<file path="src/rtl/kgp_div_pkg.sv">
// rtl/kgp_div_pkg.sv - shared types and constants for the KGP-RISC iterative divider
package kgp_div_pkg;

  localparam int DIV_WIDTH = 32;

  // Quotient reported when the divisor is zero
  localparam logic [DIV_WIDTH-1:0] DIV0_QUOTIENT = '1;

  typedef enum logic [1:0] {
    ST_IDLE = 2'd0,
    ST_RUN  = 2'd1,
    ST_FIX  = 2'd2,
    ST_DONE = 2'd3
  } div_state_t;

endpackage

</file>
<file path="src/rtl/div_addsub_stage.sv">
// rtl/div_addsub_stage.sv - shared add/subtract stage for the partial remainder
module div_addsub_stage #(
  parameter int W = 33
) (
  input  logic [W-1:0] a,
  input  logic [W-1:0] b,
  input  logic         sub,
  output logic [W-1:0] y
);

  assign y = sub ? (a - b) : (a + b);

endmodule

</file>
<file path="src/rtl/seq_divider.sv">
// rtl/seq_divider.sv - non-restoring iterative divider, one quotient bit per cycle
// Optional signed operation: define DIV_SIGNED_EN.
module seq_divider
  import kgp_div_pkg::*;
#(
  parameter int WIDTH = DIV_WIDTH
) (
  input  logic             clk,
  input  logic             rst_n,
  input  logic             start,
  input  logic [WIDTH-1:0] dividend,
  input  logic [WIDTH-1:0] divisor,
  output logic             busy,
  output logic             done,
  output logic [WIDTH-1:0] quotient,
  output logic [WIDTH-1:0] remainder,
  output logic             div_by_zero
);

  localparam int CW = $clog2(WIDTH);

  div_state_t       state;
  logic [WIDTH:0]   p;
  logic [WIDTH-1:0] q;
  logic [WIDTH-1:0] d;
  logic [CW-1:0]    cnt;

  logic [WIDTH:0]   p_shift;
  logic [WIDTH:0]   as_a;
  logic [WIDTH:0]   as_b;
  logic [WIDTH:0]   as_y;
  logic             as_sub;
  logic [WIDTH-1:0] r_fix;
  logic [WIDTH-1:0] a_mag;
  logic [WIDTH-1:0] b_mag;
  logic [WIDTH-1:0] q_out;
  logic [WIDTH-1:0] r_out;

  assign p_shift = {p[WIDTH-1:0], q[WIDTH-1]};
  assign as_b    = {1'b0, d};

  // RUN steps the shifted remainder; FIX reuses the stage for the final P+D correction
  always_comb begin
    as_a   = p;
    as_sub = 1'b0;
    if (state == ST_RUN) begin
      as_a   = p_shift;
      as_sub = ~p[WIDTH];
    end
  end

  div_addsub_stage #(.W(WIDTH + 1)) u_addsub (
    .a   (as_a),
    .b   (as_b),
    .sub (as_sub),
    .y   (as_y)
  );

  assign r_fix = p[WIDTH] ? as_y[WIDTH-1:0] : p[WIDTH-1:0];

`ifdef DIV_SIGNED_EN
  logic neg_q;
  logic neg_r;

  assign a_mag = dividend[WIDTH-1] ? (-dividend) : dividend;
  assign b_mag = divisor[WIDTH-1]  ? (-divisor)  : divisor;
  assign q_out = neg_q ? (-q) : q;
  assign r_out = neg_r ? (-r_fix) : r_fix;

  always_ff @(posedge clk or negedge rst_n) begin
    if (!rst_n) begin
      neg_q <= 1'b0;
      neg_r <= 1'b0;
    end else if (state == ST_IDLE && start) begin
      neg_q <= dividend[WIDTH-1] ^ divisor[WIDTH-1];
      neg_r <= dividend[WIDTH-1];
    end
  end
`else
  assign a_mag = dividend;
  assign b_mag = divisor;
  assign q_out = q;
  assign r_out = r_fix;
`endif

  always_ff @(posedge clk or negedge rst_n) begin
    if (!rst_n) begin
      state       <= ST_IDLE;
      busy        <= 1'b0;
      done        <= 1'b0;
      quotient    <= '0;
      remainder   <= '0;
      div_by_zero <= 1'b0;
      p           <= '0;
      q           <= '0;
      d           <= '0;
      cnt         <= '0;
    end else begin
      done <= 1'b0;
      case (state)
        ST_IDLE: begin
          if (start) begin
            busy <= 1'b1;
            d    <= b_mag;
            if (divisor == '0) begin
              quotient    <= WIDTH'(DIV0_QUOTIENT);
              remainder   <= dividend;
              div_by_zero <= 1'b1;
              state       <= ST_DONE;
            end else begin
              div_by_zero <= 1'b0;
              p           <= '0;
              q           <= a_mag;
              cnt         <= '0;
              state       <= ST_RUN;
            end
          end
        end
        ST_RUN: begin
          p   <= as_y;
          q   <= {q[WIDTH-2:0], ~as_y[WIDTH]};
          cnt <= cnt + 1'b1;
          if (cnt == CW'(WIDTH - 1)) begin
            cnt   <= '0;
            state <= ST_FIX;
          end
        end
        ST_FIX: begin
          quotient  <= q_out;
          remainder <= r_out;
          state     <= ST_DONE;
        end
        ST_DONE: begin
          done  <= 1'b1;
          busy  <= 1'b0;
          state <= ST_IDLE;
        end
        default: state <= ST_IDLE;
      endcase
    end
  end

endmodule

</file>
<file path="config.mk">
export PLATFORM = sky130hd
export DESIGN_NAME = seq_divider
export DESIGN_NICKNAME = d
export VERILOG_FILES = /design/src/rtl/kgp_div_pkg.sv /design/src/rtl/div_addsub_stage.sv /design/src/rtl/seq_divider.sv
export SDC_FILE = /design/constraint.sdc
export NUM_CORES = 1
export LEC_CHECK = 0
export BUFFER_PORTS_ARGS = -buffer_cell sky130_fd_sc_hd__buf_2
export CAP_MARGIN = 20
export CORE_MARGIN = 3
export CORE_UTILIZATION = 47
export CTS_BUF_LIST = sky130_fd_sc_hd__clkbuf_2 sky130_fd_sc_hd__clkbuf_4 sky130_fd_sc_hd__clkbuf_8
export CTS_CLUSTER_DIAMETER = 40
export DETAILED_ROUTE_END_ITERATION = 8
export MAX_ROUTING_LAYER = met4
export PLACE_DENSITY = 0.76
export SYNTH_ARGS = -nofsm -noshare
export SYNTH_HDL_FRONTEND = slang
export SYNTH_SLANG_ARGS = --single-unit
</file>
<file path="constraint.sdc">
create_clock -name clk -period 4.05 [get_ports clk]
set_input_delay 0 -clock clk [delete_from_list [all_inputs] [get_ports clk]]
set_output_delay 0 -clock clk [all_outputs]
set_load 0.005 [all_outputs]
</file>
# Yosys cells after proc, flatten, opt, wreduce, memory -nomap -nowiden
# Index checks and enable logic that the tools add are counted.
op_classes:
  n_mux: 28
  eq_ne: 8
  reduce_logical: 10
  bitwise: 2
  addsub: 3
ops:
  columns: ["op", "n"]
  rows:
  - ["$mux W32", 7]
  - ["$pmux W32 S2", 3]
  - ["$mux W33", 4]
  - ["$pmux W33 S2", 1]
  - ["$add A33 B32 Y33", 1]
  - ["$sub A33 B32 Y33", 1]
  - ["$logic_not A32 Y1", 1]
  - ["$mux W5", 3]
  - ["$pmux W5 S2", 1]
  - ["$pmux W2 S4", 1]
  - ["$mux W2", 3]
  - ["$ne A2 B2 Y1 const B", 3]
  - ["$reduce_and A2 Y1", 3]
  - ["$reduce_and A3 Y1", 2]
  - ["$reduce_bool A2 Y1", 3]
  - ["$add A5 B1 Y5 const B", 1]
  - ["$eq A5 B5 Y1 const B", 1]
  - ["$eq A2 B2 Y1 const B", 2]
  - ["$mux W1", 4]
  - ["$eq A2 B1 Y1 const B", 1]
  - ["$logic_not A2 Y1", 1]
  - ["$ne A2 B1 Y1 const B", 1]
  - ["$not A1 Y1", 2]
  - ["$pmux W1 S2", 1]
totals:
  wordCells: 61
  output_inout_bits: 67
  in_bits: 67
  register_bits: 171

# Logic depth before layout (Yosys ltp)
depth:
  ltp_word: 6
  mapped_depth: 19
  mapped_depth_nobuf: 17

# By module
# From an unflattened synthesis, not the netlist that was laid out.
hier_totals:
  cells_unflattened: 1082
  hier_area_um2: 10500.1
modules_own_cells:
  columns: ["module", "cells_per_inst", "area_each_um2", "seq_area_each_um2", "n_inst"]
  rows:
  - ["seq_divider", 713, 7962.6, 4279.1, 1]
  - ["div_addsub_stage", 369, 2537.4, 0.0, 1]

# Worst setup path after synthesis
# Ideal clock, no wire load.
synth_timing:
  path_kind: "reg2reg"
  start: "register d[2]"
  end: "register remainder[30]"
  setup_ps: 126
  n_path_buf: 1
  path_stages_with_launch: 15
  period_less_slack_ps: 4046
  arrival_ps: 3920
  slack_ps: 4
  required_time_ps: 3924
  cell_sequence: "dfrtp_1 > or4_1 > nor4_1 > and2_1 > nor2b_1 > a21oi_1 > xnor2_1 > ha_1 > clkbuf_1 > nand4_1 > or3_1 > o31a_1 > o41ai_1 > xor2_1 > a221o_1"
synth_via:
  elab_chain_len: 4
  word_cells_on_any_way: 5
  classes_between: "add/sub (2); mux (3)"
synth_lines:
  columns: ["item", "line", "text"]
  rows:
  - ["start: declaration", "seq_divider.sv:25", "logic [WIDTH-1:0] d;"]
  - ["start signal: assignment", "seq_divider.sv:104", "d <= b_mag;"]
  - ["$add A33 B32 Y33 or $sub A33 B32 Y33 (tied branches)", "div_addsub_stage.sv:11", "assign y = sub ? (a - b) : (a + b);"]
  - ["$mux W33 (*)", "div_addsub_stage.sv:11", null]
  - ["$mux W32 (*)", "seq_divider.sv:59", "assign r_fix = p[WIDTH] ? as_y[WIDTH-1:0] : p[WIDTH-1:0];"]
  - ["$pmux W32 S2 (*)", "seq_divider.sv:100", "case (state)"]
  - ["end signal: assignment", "seq_divider.sv:107", "remainder <= dividend;"]
  - ["end signal: assignment", "seq_divider.sv:130", "remainder <= r_out;"]
  - ["end: declaration", "seq_divider.sv:16", "output logic [WIDTH-1:0] remainder,"]
# Every way passes the cells marked *; elsewhere a longest branch is shown, timed or not.
# A chain may end at the register's enable or synchronous reset.

# Worst setup path in the final report
layout_timing:
  start: "register d[3]"
  end: "register remainder[28]"
# The elaborated chain is that of the path after synthesis.

==> summary.txt <==
Floorplan
  • Initial Utilization: 48.2%
  • Core box area: 22,000 um^2
  • Io pins: 134
  • Die ar.: 24,300 um^2
  • Die width: 156 um
  • DIE HEIGHT: 156 um
  • Rows: 54

Logic synthesis
  • Mux contribution to synthesized area: 11.1%
  • Gate Count Post-Synth: 1,157
  • Largest family of logic cells by synthesized area: compound AO/OA/AOI/OAI gates
  • Register area share after synthesis: 40.4%
  • Seq cells post-synth: 171
  • Post-synthesis cell type count: 75
  • Synthesized area: 10,600 um^2
  • Post-synthesis compound-gate area fraction: 18.6%
  • Avg Inst Size Synth: 9.14 um^2
  • Post-Synth XOR/XNOR Area: 4.72%
  • Post-synth net total: 1,267
  • Asr flop ratio synth: 100%
  • Adder-cell share of the synthesized area: 5.16%
  • Synth Area in Simple Gates: 15.1%
  • Yosys warning total: 0
  • Post-synth EDFFs: 0
  • Post-synth top flop: dfrtp_1

Routing
  • Routed len/inst: 18.1 um
  • Routed vias: 9,721
  • Final antenna-violating net count: 0
  • # DRC: 0
  • DRT Pass-1 Iters: 6
  • Routed WL: 31.0 mm
  • 1st-iter DRT viols: 873
  • DR vias/cell: 5.69

Critical path
  • CP required: 4450 ps
  • CP endpoint: remainder[28]
  • Reg-to-reg slack, setup: 30 ps
  • Worst r2r path cells: 17
  • FF-to-FF End: remainder[28]
  • Setup CP Type: reg2reg
  • Startpoint Class: flip-flop
  • Max FO, Critical Path: 3
  • CP arrival: 4420 ps
  • Start point of the critical path: d[3]
  • Reg-to-Reg Start: d[3]
  • CP endpoint kind: flip-flop

STA
  • RSZ-0062 raised after global routing: true
  • Clk_skew: 16.1 ps
  • Fin crit period: 4020 ps
  • Hold WS: 189 ps
  • Final Max Slew Viols: 0
  • Worst Tran Pin Value: 1060 ps
  • Fin crit share: 99.3%
  • # setup viols final: 0
  • Final Hold Vio Count: 0
  • Maximum clock frequency: 249 MHz
  • Rel. slew slack: 29.6%

Layout
  • Number of fill cells: 1,776
  • Final Cell Area: 13,700 um^2
  • Register area: 4280 um^2
  • Ant. Diodes: 0
  • Share of cells above drive strength 1: 29.7%
  • Layout net count: 1,526
  • Multi-input gate area: 6270 um^2
  • Synth-to-Final Area Change: 29.6%

Place
  • GPL Wtd Cong: 0.939
  • IO buf count: 133
  • HPWL after detailed placement: 22.3 mm
  • Post-DP Area: 12,100 um^2

Global route
  • Largest net degree at the start of global routing: 108
  • GRT Residual Overflow: 0
  • First-pass GRT wire length: 49.2 mm
  • Global-route usage over all layers: 25.8%
  • Initial antenna violation count: 0
  • Vias in the first global route: 9,347

Clocking
  • H-tree level count: 4
  • Clock sink count: 171
  • Clock Root Buffer: clkbuf_8
  • Clock transition at the registers of the reported paths: 110 ps
  • Clock Latency Late Sink: 460 ps
  • CTS Buf Count: 17
  • Longest Clk Path Bufs: 2
  • CTS tree: built

Power and ir drop
  • Pleak: 6.20 nW
  • Pwr Density: 991 nW/um^2
  • VDD IR-drop max: 416 uV

Worst hold path
  • Hold Path Class: in2async

Run
  • Max Cap Viol: 0

Status
  • Status: completed
critical path, stage by stage, from the launching register on:
cell and delay, ps:
dfrtp_1 400, or4_4 550, nor4_4 290, and2_4 190, nor2b_4 180, buf_6 130, nor2_4 30, xnor2_2 140
ha_1 350, a21o_1 220, o2bb2ai_2 130, o31ai_2 270, nand4_1 190, a311oi_2 360, buf_4 190, xnor2_4 120
mux2i_1 90, o21ai_1 130
registers in the layout, summed over array words and instances (netlist names), 2 cells and up:
name,cells
p,33
d,32
q,32
quotient,32
remainder,32
cnt,5
state,2
cell families (layout without fill, tap and decap cells):
group | count (synthesis) | count (layout)
fa+ha+maj | 43 | 43
simple gates | 345 | 345
mux | 110 | 110
buf+inv | 121 | 393
xor+xnor | 57 | 57
compound gates | 310 | 310
flops | 171 | 171
power breakdown:
group	leakage (nW)	total, mW	switching [mW]	internal [mW]
Clock	0.188	1.25	0.732	0.518
Sequential	2.06	3.12	0.648	2.47
Combinational	3.96	9.21	5.13	4.08
cells in the mapped netlist (all sizes together), types with 4 or more instances:
cell	instances	area, um^2
nor4	16	100
o31ai	14	105
mux2i	49	490
o21ai	97	485
clkbuf	64	290
nand2b	7	43.8
xnor2	37	324
nor2	105	399
ha	42	526
o21bai	5	37.5
a211oi	7	57.6
and3	10	67.6
xor2	20	175
a21oi	62	310
buf	8	37.5
mux2	61	687
or4	6	53.8
nor2b	9	56.3
a22o	17	149
o21a	8	60.1
a31oi	40	250
a211o	4	35.0
nand3	23	115
inv	49	184
or3	6	37.5
nand4	11	68.8
nor3	19	95.1
a21o	16	120
dfrtp	171	4280
nand2	118	443
cells in the final DEF (no fill, tap or decap), types with 7 or more instances in the layout:
cell,count
dfrtp_1,171
buf_2,132
nand2_1,110
buf_4,104
nor2_1,99
o21ai_0,83
dlygate4sd3_1,66
mux2_2,61
a21oi_1,54
mux2i_1,49
inv_1,48
a31oi_1,39
ha_1,37
xnor2_1,30
nand3_1,22
xor2_1,17
a22o_1,17
clkbuf_8,17
a21o_1,16
nor3_1,15
nor4_1,13
o31ai_1,12
o21ai_1,12
nand4_1,11
buf_6,9
and3_1,8
nor2b_1,8
o21a_1,8
nand2b_1,7
area by class of cell:
type	instances	area share, %
multi-input cells	865	45.8
flip-flops and latches	171	31.2
repair buffers	312	16.2
well taps	280	2.56
clock buffers	18	1.76
inverters	49	1.34
clock inverters	14	1.14
metrics by stage:
stage          instances  setup WS [ps]  total power [mW]  setup TNS (ps)  util, %
6_report            1709           28.5              13.6               0     62.4
4_1_cts             1699           3.98              12.7               0     60.1
3_3_place_gp        1601           -195              11.1            -709     55.1
3_5_place_dp        1601           -227              11.3           -1530     55.1
5_1_grt             1709           -162              14.6           -1420     62.4
2_1_floorplan       1157           3.96              8.28               0        -
worst min path at each step:
| stage | from | to | slack (ps) | depth (start not counted) |
|---|---|---|---|---|
| after global placement | rst_n | p[29] | 200 | 1 |
| after detailed placement | rst_n | p[29] | 210 | 1 |
| final | rst_n | p[29] | 190 | 2 |
| after global routing | rst_n | p[29] | 270 | 2 |
| after CTS | rst_n | p[29] | 270 | 2 |
| after floorplan | rst_n | busy | -300 | 0 |
per-layer routing:
layer,routed length (um),vias to the layer above,track usage (%)
met4,475,0,4.92
li1,-,4672,-
met2,13700,344,38.5
met5,0,-,-
met3,2030,46,4.24
met1,14800,4659,37.6
repair_timing:
| item | CTS | global route |
|---|---|---|
| endpoints found under the hold margin | 203 | 0 |
| resized for setup | 7 | 93 |
| hold buffers | 66 | 0 |
| pin swaps | 0 | 51 |
| setup buffers | 0 | 11 |
| endpoints found under the setup margin | 20 | 28 |
(Power assumes the default switching activity.)
